<file path="src/rtl/fifo_pkt_pkg.sv">
// Shared definitions for the FIFO packet path: field widths, packet layout and
// drain FSM state encoding.
package fifo_pkt_pkg;

  localparam int unsigned SRC_W     = 8;
  localparam int unsigned DST_W     = 8;
  localparam int unsigned DATA_W    = 32;
  localparam int unsigned BYTE_W    = 8;
  localparam int unsigned PKT_BYTES = 6;
  localparam int unsigned PKT_W     = SRC_W + DST_W + DATA_W;
  localparam int unsigned IDX_W     = 3;
  localparam int unsigned LAT_W     = 2;

  typedef enum logic [1:0] {
    ST_IDLE = 2'd0,
    ST_POP  = 2'd1,
    ST_WAIT = 2'd2,
    ST_SEND = 2'd3
  } state_t;

  // src sits in the MSBs so the packet leaves most-significant byte first.
  typedef struct packed {
    logic [SRC_W-1:0]  src;
    logic [DST_W-1:0]  dst;
    logic [DATA_W-1:0] data;
  } pkt_t;

endpackage

</file>
<file path="src/rtl/fifo_pkt_drain_ser.sv">
// Byte serializer: loads one packet word and streams it out MSB byte first
// over valid/ready, holding byte/sop/eop stable while stalled.
module pkt_byte_ser
  import fifo_pkt_pkg::*;
(
  input  logic              clk,
  input  logic              rstp,
  input  logic              load,
  input  pkt_t              word,
  output logic              valid,
  input  logic              ready,
  output logic [BYTE_W-1:0] data_byte,
  output logic              sop,
  output logic              eop
);

  logic [PKT_W-1:0] hold;
  logic [IDX_W-1:0] idx;
  logic             accept;

  assign accept    = valid && ready;
  assign data_byte = hold[PKT_W-1 -: BYTE_W];

  // The current byte always sits at the top of hold; shifting only on accept
  // keeps it stable across stalls.
  always_ff @(posedge clk) begin
    if (rstp) begin
      hold  <= '0;
      idx   <= '0;
      valid <= 1'b0;
      sop   <= 1'b0;
      eop   <= 1'b0;
    end else if (load) begin
      hold  <= word;
      idx   <= '0;
      valid <= 1'b1;
      sop   <= 1'b1;
      eop   <= 1'b0;
    end else if (accept) begin
      hold <= hold << BYTE_W;
      sop  <= 1'b0;
      if (idx == IDX_W'(PKT_BYTES - 1)) begin
        idx   <= '0;
        valid <= 1'b0;
        eop   <= 1'b0;
      end else begin
        idx <= idx + IDX_W'(1);
        eop <= (idx == IDX_W'(PKT_BYTES - 2));
      end
    end
  end

endmodule

</file>
<file path="src/rtl/fifo_pkt_drain.sv">
// Read-side engine for sync_fifo: pops one entry at a time, waits out the FIFO
// read latency, then hands the packet to the byte serializer.
module fifo_pkt_drain
  import fifo_pkt_pkg::*;
#(
  parameter int unsigned RD_LAT = 1,
  parameter int unsigned CNT_W  = 16
) (
  input  logic              clk,
  input  logic              rstp,
  input  logic              emptyp,
  output logic              readp,
  input  logic [SRC_W-1:0]  fifo_src,
  input  logic [DST_W-1:0]  fifo_dst,
  input  logic [DATA_W-1:0] fifo_data,
  output logic              tx_valid,
  input  logic              tx_ready,
  output logic [BYTE_W-1:0] tx_byte,
  output logic              tx_sop,
  output logic              tx_eop,
  output logic              busy,
  output logic [CNT_W-1:0]  pkt_count
);

  state_t           state;
  logic [LAT_W-1:0] lat_cnt;
  logic             load;
  logic             last_accept;
  pkt_t             word;

  // FIFO outputs are only looked at in the single capture cycle.
  assign load        = (state == ST_WAIT) && (lat_cnt == '0);
  assign word        = '{src: fifo_src, dst: fifo_dst, data: fifo_data};
  assign last_accept = (state == ST_SEND) && tx_valid && tx_ready && tx_eop;

  always_ff @(posedge clk) begin
    if (rstp) begin
      state     <= ST_IDLE;
      lat_cnt   <= '0;
      readp     <= 1'b0;
      busy      <= 1'b0;
      pkt_count <= '0;
    end else begin
      readp <= 1'b0;
      case (state)
        ST_IDLE: begin
          if (!emptyp) begin
            state <= ST_POP;
            readp <= 1'b1;
            busy  <= 1'b1;
          end
        end
        ST_POP: begin
          state   <= ST_WAIT;
          lat_cnt <= LAT_W'(RD_LAT - 1);
        end
        ST_WAIT: begin
          if (lat_cnt == '0) begin
            state <= ST_SEND;
          end else begin
            lat_cnt <= lat_cnt - LAT_W'(1);
          end
        end
        ST_SEND: begin
          if (last_accept) begin
            pkt_count <= pkt_count + CNT_W'(1);
            if (!emptyp) begin
              state <= ST_POP;
              readp <= 1'b1;
            end else begin
              state <= ST_IDLE;
              busy  <= 1'b0;
            end
          end
        end
        default: begin
          state <= ST_IDLE;
          busy  <= 1'b0;
        end
      endcase
    end
  end

  pkt_byte_ser u_ser (
    .clk       (clk),
    .rstp      (rstp),
    .load      (load),
    .word      (word),
    .valid     (tx_valid),
    .ready     (tx_ready),
    .data_byte (tx_byte),
    .sop       (tx_sop),
    .eop       (tx_eop)
  );

endmodule
</file>
<file path="config.mk">
export PLATFORM = sky130hd
export DESIGN_NAME = fifo_pkt_drain
export DESIGN_NICKNAME = d
export VERILOG_FILES = /design/src/rtl/fifo_pkt_pkg.sv /design/src/rtl/fifo_pkt_drain_ser.sv /design/src/rtl/fifo_pkt_drain.sv
export SDC_FILE = /design/constraint.sdc
export NUM_CORES = 1
export LEC_CHECK = 0
export ABC_AREA = 1
export CAP_MARGIN = 10
export CORE_MARGIN = 4
export CORE_UTILIZATION = 55
export DETAILED_ROUTE_END_ITERATION = 16
export DONT_BUFFER_PORTS = 1
export PLACE_DENSITY_LB_ADDON = 0.05
export SLEW_MARGIN = 20
export SYNTH_ARGS = -nofsm -noshare
export SYNTH_HDL_FRONTEND = slang
export SYNTH_SLANG_ARGS = --single-unit
</file>
<file path="constraint.sdc">
create_clock -name clk -period 1.9 [get_ports clk]
set_input_delay 0 -clock clk [delete_from_list [all_inputs] [get_ports clk]]
set_output_delay 0 -clock clk [all_outputs]
set_load 0.005 [all_outputs]
</file>
# Yosys cells after proc, flatten, opt, wreduce, memory -nomap -nowiden
# Cells that the tools add are included.
[totals]
ramBits = 0
in_bits = 52
latchBits = 0
word_cells = 63
reg_bits = 76
output_inout_bits = 29
mem_bits_ro = 0
memories = 0
[op_classes]
reduce_logical = 17
eq_ne = 10
shifts = 0
multipliers = 0
add_sub_neg = 3
magnitude_cmp = 0
bitwise_logic = 0
div_mod_pow = 0
n_mux = 23
[ops]
columns = ["cell", "count"]
rows = [
  ["$mux W48", 2],
  ["$add A16 B1 Y16 const B", 1],
  ["$mux W1", 12],
  ["$mux W2", 4],
  ["$ne A2 B2 Y1 const B", 4],
  ["$pmux W2 S4", 1],
  ["$reduce_bool A2 Y1", 4],
  ["$eq A3 B3 Y1 const B", 2],
  ["$reduce_and A2 Y1", 3],
  ["$logic_and A1 B1 Y1", 5],
  ["$eq A2 B2 Y1 const B", 2],
  ["$logic_not A2 Y1", 2],
  ["$pmux W1 S2", 2],
  ["$pmux W2 S2", 1],
  ["$reduce_and A4 Y1", 1],
  ["$add A3 B1 Y3 const B", 1],
  ["$mux W3", 1],
  ["$reduce_and A3 Y1", 1],
  ["$eq A2 B1 Y1 const B", 1],
  ["$ne A2 B1 Y1 const B", 1],
  ["$reduce_or A2 Y1", 1],
  ["$sub A2 B1 Y2 const B", 1],
]

# Depth between registers and ports, before layout
# Gate-level depths: netlist of run 1.
[depth]
word_depth = 6
ltp_mapped = 10
depth_no_buf = 9

# By module
# From an unflattened synthesis of run 1, not the netlist that was laid out.
[hier_totals]
hier_cells = 534
area_unflattened_um2 = 3688.5
[by_module_without_submodules]
columns = ["module", "cells_per_inst", "instances", "seq_area_each_um2", "area_each_um2"]
rows = [
  ["pkt_byte_ser", 352, 1, 1081.0, 2463.6],
  ["fifo_pkt_drain", 182, 1, 440.4, 1224.9],
]

# Worst setup path before layout of run 1
# Ideal clock, no wire load.
[synth_path]
path_type = "reg2reg"
from = "register state[0]"
to = "register u_ser.hold[43]"
synth_period_minus_slack_ps = 1448
setup_ps = 70
t_required_ps = 1830
stages_incl_launch_ff = 10
n_path_buf = 2
setup_slack_ps = 452
arrival_ps = 1377
path_cell_list = "dfxtp_1 inv_1 ha_1 nand2_1 nand2_1 inv_2 buf_4 buf_2 nand2_1 a21oi_1"
[synth_between]
elab_chain_len = 3
elab_cells_between_ends = 4
classes_between = "eq/ne: 1; mux: 1; reduce/logical: 2"
[synth_lines]
columns = ["element", "line", "source"]
rows = [
  ["from (decl)", "fifo_pkt_drain.sv:25", "state_t state;"],
  ["from (signal assigned)", "fifo_pkt_drain.sv:38", "state <= ST_IDLE;"],
  ["from (signal assigned)", "fifo_pkt_drain.sv:48", "state <= ST_POP;"],
  ["from (signal assigned)", "fifo_pkt_drain.sv:54", "state <= ST_WAIT;"],
  ["$eq A2 B2 Y1 *", "fifo_pkt_drain.sv:32", "assign load = (state == ST_WAIT) && (lat_cnt == '0);"],
  ["$logic_and A1 B1 Y1 *", "fifo_pkt_drain.sv:32", ""],
  ["$mux W48 / $reduce_bool A2 Y1 (equally long branches)", "-", ""],
  ["to (signal assigned)", "fifo_pkt_drain_ser.sv:34", "hold <= word;"],
  ["to (signal assigned)", "fifo_pkt_drain_ser.sv:40", "hold <= hold << BYTE_W;"],
  ["to (decl)", "fifo_pkt_drain_ser.sv:17", "logic [PKT_W-1:0] hold;"],
]
# Every way passes the cells marked *; elsewhere a longest branch is shown, timed or not.
# A chain may end at the register's enable or synchronous reset.

# Worst setup path in the final report of run 1
[layout_path]
from = "register state[0]"
to = "register u_ser.hold[9]"
# The elaborated chain is that of the path after synthesis.

==> summary.md, run 1 <==
| Metric | Value |
|---|---|
| Status | complete, no violations |
| Initial DRC count | 200 |
| Global Route Usage Sum | 0.218 |
| Worst EP required | 2.18 ns |
| Setup TNS | 0 ns |
| Worst Hold Class | primary input to flip-flop |
| Max frequency | 0.594 GHz |
| RSZ-0062 raised after global routing | false |
| Worst vdd ir | 803 uV |
| Critical Path End Type | flip-flop |
| Hold Vio Cnt, Final | 0 |
| Total Wirelength | 7650 um |
| Worst slew pin tran | 0.460 ns |
| Post-synth top cells | nand2_1 (152), dfxtp_1 (76), a21oi_1 (38) |
| Worst slew margin | 0.693 |
| Vias | 2976 |
| CTS buffer count | 9 |
| Antenna fix cells | 0 |
| Area growth, synth to finish | 22.9% |
| Die height | 85.3 um |
| IO buf count | 0 |
| Setup slack after layout | 0.217 ns |
| Setup crit start kind | flip-flop |
| Hold slack | 0.0546 ns |
| Clk_skew | 0.00944 ns |
| Via/cell ratio | 5.32 |
| Kind of critical path | flip-flop to flip-flop |
| DP Wirelength | 4660 um |
| Vias in the first global route | 2782 |
| CTS tree | built |
| Fin crit share | 0.886 |
| YS warnings | 0 |
| Core box area | 5640 sq um |
| GPL Wtd Cong | 0.815 |
| Die width | 85.3 um |
| Post-synth top flop | dfxtp_1 |
| Largest net degree at the start of global routing | 58 |
| Starting Density | 0.582 |
| Synth area leaders | dfxtp_1 (46%), nand2_1 (17%), a21oi_1 (5.8%), a31oi_1 (5.3%), inv_1 (3.8%) |
| Post-route DRC violation count | 0 |
| Sequential area share after synthesis | 0.463 |
| Slew Limit Fails | 0 |
| Cell area after synthesis | 3290 sq um |
| Share of cells above drive strength 1 | 0.0616 |
| Average wire per standard cell | 13.7 um |
| Most frequent cell after synthesis | nand2_1 |
| MaxCap Viol Count | 0 |
| Post-place setup slack | 0.224 ns |
| First-pass DRT Iterations | 4 |
| Die area | 7270 sq um |
| P_leak | 1.54 nW |
| Netlist cell types | 27 |
| Fill cells | 456 |
| Core Rows | 27 |
| CP Max Fanout | 38 |
| Syn Inst Count | 445 |
| H-tree depth | 3 |
| Critical Path AT | 1.96 ns |
| Clock transition at path regs | 0.08 ns |
| Nets | 540 |
| Post-route ant nets | 0 |
| Antenna violations before repair | 0 |
| Flip-flop and latch count after synthesis | 76 |
| Async S/R FF share, synth | 0 |
| CTS Root Cell | clkbuf_8 |
| Grt total ovfl | 0 |
| Top Ports | 81 |
| First-pass GRT wire length | 12900 um |
| Worst-skew pair later-pin latency | 0.35 ns |
| Clk sinks | 76 |
| Post-synth top area cell | dfxtp_1 |
| Post-layout min period | 1.68 ns |
| Max clock buf depth | 2 |
| Post-synth EDFFs | 0 |
| Final setup viols | 0 |
| Pwr dens | 1160 nW/um^2 |
| Syn avg cell area | 7.38 sq um |
| Syn_nets | 503 |
| Area share of the largest cell type after synthesis | 0.463 |
==> metrics by stage <==
stage	std cells	total power [W]	util	cell area, sq um
3_5_place_dp	491	0.00326	0.582	3280
3_3_place_gp	491	0.00324	0.582	3280
6_report	559	0.00470	0.716	4040
5_1_grt	559	0.00501	0.716	4040
2_1_floorplan	445	0.00303	-	3290
4_1_cts	559	0.00471	0.715	4040
==> metal layers <==
metal	global-route usage	up-vias	share of wire
met5	0	-	0
met4	0.0906	0	0.020
met3	0.0515	14	0.059
met2	0.355	84	0.48
met1	0.276	1355	0.44
li1	-	1523	-
==> path summary, 6_finish.rpt <==
check	startpoint	endpoint	slack [ns]	depth (start not counted)
min	rstp	pkt_count[14]$_SDFFE_PP0P_	0.05	3
max	state[0]$_SDFFE_PP0P_	u_ser.hold[9]$_SDFFE_PP0P_	0.22	8
min reg2reg	u_ser.hold[27]$_SDFFE_PP0P_	u_ser.hold[27]$_SDFFE_PP0P_	0.46	2
max reg2reg	state[0]$_SDFFE_PP0P_	u_ser.hold[9]$_SDFFE_PP0P_	0.22	8
==> worst max-delay path, cell delays in order (launching register included) <==
cell	delay [ns]
dfxtp_1	0.37
inv_1	0.11
ha_1	0.23
nand2_1	0.15
nand2_1	0.12
inv_4	0.14
buf_12	0.21
nand2_1	0.09
a31oi_1	0.18
==> cells in the final DEF (no fill, tap or decap), types with 2 or more instances in the layout <==
cell / n
nor2_1: 26
nand2_1: 152
o21ai_0: 11
clkbuf_8: 9
a31oi_1: 28
clkinvlp_4: 2
nand2_4: 2
dlygate4sd3_1: 51
inv_1: 33
bufinv_16: 2
buf_12: 3
nand3_1: 10
dfxtp_1: 76
nand4_1: 3
ha_1: 6
a21oi_1: 38
nand3_2: 2
a22oi_1: 12
nor3_1: 6
==> flip-flops by register name, summed over array words and instances, names as in the netlist <==
register     count
busy             1
lat_cnt          2
pkt_count       16
readp            1
state            2
u_ser.eop        1
u_ser.hold      48
u_ser.idx        3
u_ser.sop        1
u_ser.valid      1
==> logic make-up after synthesis <==
group | count (synthesis) | synth area share
compound gates | 92 | 0.163
flops | 76 | 0.463
fa+ha+maj | 6 | 0.0228
buf+inv | 64 | 0.0876
simple gates | 206 | 0.261
xor+xnor | 1 | 0.00267
==> area by class of cell <==
cell class,count,area (sq um),area share
repair buffers,55,598,0.148
flip-flops and latches,76,1520,0.377
clock buffers,10,128,0.0316
inverters,35,134,0.0331
clock inverters,6,88.8,0.0220
multi-input cells,305,1480,0.366
well taps,72,90.1,0.0223
==> power breakdown <==
group	switching, W	total [W]	internal (W)
Clock	0.000602	0.00134	0.000740
Combinational	0.000813	0.00133	0.000513
Sequential	0.000167	0.00203	0.00187
==> repair_timing <==
action	CTS	global route
setup buffers	0	0
gates resized for setup	0	1
setup endpoints to repair	0	2
hold buffers	52	0
endpoints found under the hold margin	64	0
Power figures use the tool's default switching activity.
==> run 2: changes to the inputs <==
Settings changed: PLACE_DENSITY set to 0.82, PLACE_DENSITY_LB_ADDON 0.05 to not set.
Clock period 1.9 ns to 2.1 ns, I/O delays scaled along.
==> summary.md, run 2 (synthesis gave the netlist of run 1 again) <==
| Metric | Value |
|---|---|
| Post-route ant nets | 0 |
| Slowest stage cell, crit path | buf_4 |
| CTS buffer count | 9 |
| Vias | 3073 |
| Met3 Use GR | 0.0631 |
| Starting Density | 0.582 |
| Average wire per standard cell | 15.1 um |
| Die area | 7270 sq um |
| Internal power | 0.00308 W |
| Clock share of power | 0.325 |
| Pwr dens | 1110 nW/um^2 |
| DP Wirelength | 4820 um |
| Worst Hold Class | primary input to flip-flop |
| M1 GR Usage | 0.279 |
| CTS Root Cell | clkbuf_8 |
| GPL Wtd Cong | 0.823 |
| CP bufs+invs | 3 |
| First-pass DRT Iterations | 5 |
| Area after DPL | 3270 sq um |
| Max frequency | 0.551 GHz |
| Max clock buf depth | 2 |
| Sw Ratio | 0.323 |
| CP Max Fanout | 48 |
| Top cell family by delay on the critical path | buffers and inverters |
| Post-cts sizing count | 0 |
| Die width | 85.3 um |
| Area growth, synth to finish | 24.3% |
| Nets | 541 |
| Clock transition at path regs | 0.08 ns |
| Most frequent cells in the layout | nand2_1 (152), dfxtp_1 (76), dlygate4sd3_1 (52) |
| Clk sinks | 76 |
| Gr busiest metal | met2 |
| Hold Vio Cnt, Final | 0 |
| MaxCap Viol Count | 0 |
| Sequential Power Share | 0.408 |
| Post-route DRC violation count | 0 |
| Setup TNS | 0 ns |
| Switching power | 0.00147 W |
| Worst-skew pair later-pin latency | 0.34 ns |
| Post-layout min period | 1.82 ns |
| Setup slack after layout | 0.284 ns |
| Status | complete, no violations |
| Non-Filler Instances | 560 |
| Antenna violations before repair | 0 |
| RSZ-0062 raised after global routing | false |
| Total Wirelength | 8430 um |
| Dpl cells | 491 |
| Worst slew pin tran | 0.494 ns |
| P_leak | 1.56 nW |
| Largest Register | u_ser.hold |
| H-tree depth | 3 |
| Antenna fix cells | 0 |
| Worst slew margin | 0.670 |
| IO buf count | 0 |
| Fin crit share | 0.865 |
| Critical path's largest stage delay | 0.42 ns |
| Post-place setup slack | 0.427 ns |
| Final setup viols | 0 |
| Top Ports | 81 |
| Fill cells | 417 |
| Core box area | 5640 sq um |
| Via/cell ratio | 5.49 |
| Initial DRC count | 213 |
| Global Route Usage Sum | 0.236 |
| First-pass GRT wire length | 13800 um |
| Fin area | 4080 sq um |
| Worst EP required | 2.36 ns |
| Largest net degree at the start of global routing | 58 |
| Core Rows | 27 |
| Setup crit start kind | flip-flop |
| Worst vdd ir | 819 uV |
| CTS tree | built |
| Kind of critical path | flip-flop to flip-flop |
| GR met2 Demand/Resource | 0.406 |
| Comb pwr share | 0.267 |
| Critical Path End Type | flip-flop |
| Clk_skew | 0.00851 ns |
| Grt total ovfl | 0 |
| Die height | 85.3 um |
| Commonest non-fill, non-tap cell in the layout | nand2_1 |
| Slew Limit Fails | 0 |
| Critical-path cell list | inv_1, ha_1, nand2_1, inv_2, buf_4, a22oi_1, a21oi_1 |
| Largest register FFs | 48 |
| Critical Path AT | 2.07 ns |
| Largest regs | u_ser.hold (48), pkt_count (16), u_ser.idx (3) |
| Share of cells above drive strength 1 | 0.0635 |
| Vias in the first global route | 2989 |
[run 2: area by class of cell]
cell class,instances,area (sq um),area share
Sequential cell,76,1520,0.373
Multi-Input combinational cell,305,1480,0.362
Timing Repair Buffer,56,588,0.144
Clock buffer,10,138,0.0337
Clock inverter,6,135,0.0331
Inverter,35,131,0.0322
Tap cell,72,90.1,0.0221
[run 2: power by group through the flow]
stage / clock network [W] / registers, W / logic [W]
floorplan: 0 / 0.00183 / 0.000918
global placement: 0 / 0.00187 / 0.00102
detailed placement: 0 / 0.00188 / 0.00106
CTS: 0.00150 / 0.00185 / 0.00118
global route: 0.00157 / 0.00188 / 0.00134
finish: 0.00148 / 0.00186 / 0.00121
[run 2: worst reg2reg max path, stage by stage (launching register included)]
cell	delay [ns]
dfxtp_1	0.34
inv_1	0.14
ha_1	0.20
nand2_1	0.13
inv_2	0.11
buf_4	0.42
a22oi_1	0.19
a21oi_1	0.22
[run 2: metrics by stage]
step                      utilization  hold WS [ns]  total power (W)
after detailed placement        0.580        0.0785          0.00294
final                           0.724        0.0572          0.00455
after floorplan                     -         0.121          0.00274
after global placement          0.580        0.0765          0.00288
after global routing            0.724        0.0742          0.00480
after CTS                       0.724        0.0313          0.00452
[run 2: what timing repair did]
action | CTS | global route
setup buffers | 0 | 0
hold buffers | 53 | 0
hold endpoints to repair | 64 | 0
[run 2: worst paths after layout]
path                              start                          end  slack (ns)  depth (start not counted)
min                                rstp   pkt_count[15]$_SDFFE_PP0P_        0.06                          3
max reg2reg       state[0]$_SDFFE_PP0P_  u_ser.hold[24]$_SDFFE_PP0P_        0.28                          7
min reg2reg  u_ser.hold[7]$_SDFFE_PP0P_   u_ser.hold[7]$_SDFFE_PP0P_        0.46                          2
max               state[0]$_SDFFE_PP0P_  u_ser.hold[24]$_SDFFE_PP0P_        0.28                          7
[run 2: per-layer routing]
layer / part of all wire / routed length, um
met1: 0.40 / 3410
met2: 0.52 / 4350
met3: 0.064 / 541
met4: 0.016 / 136
met5: 0 / 0
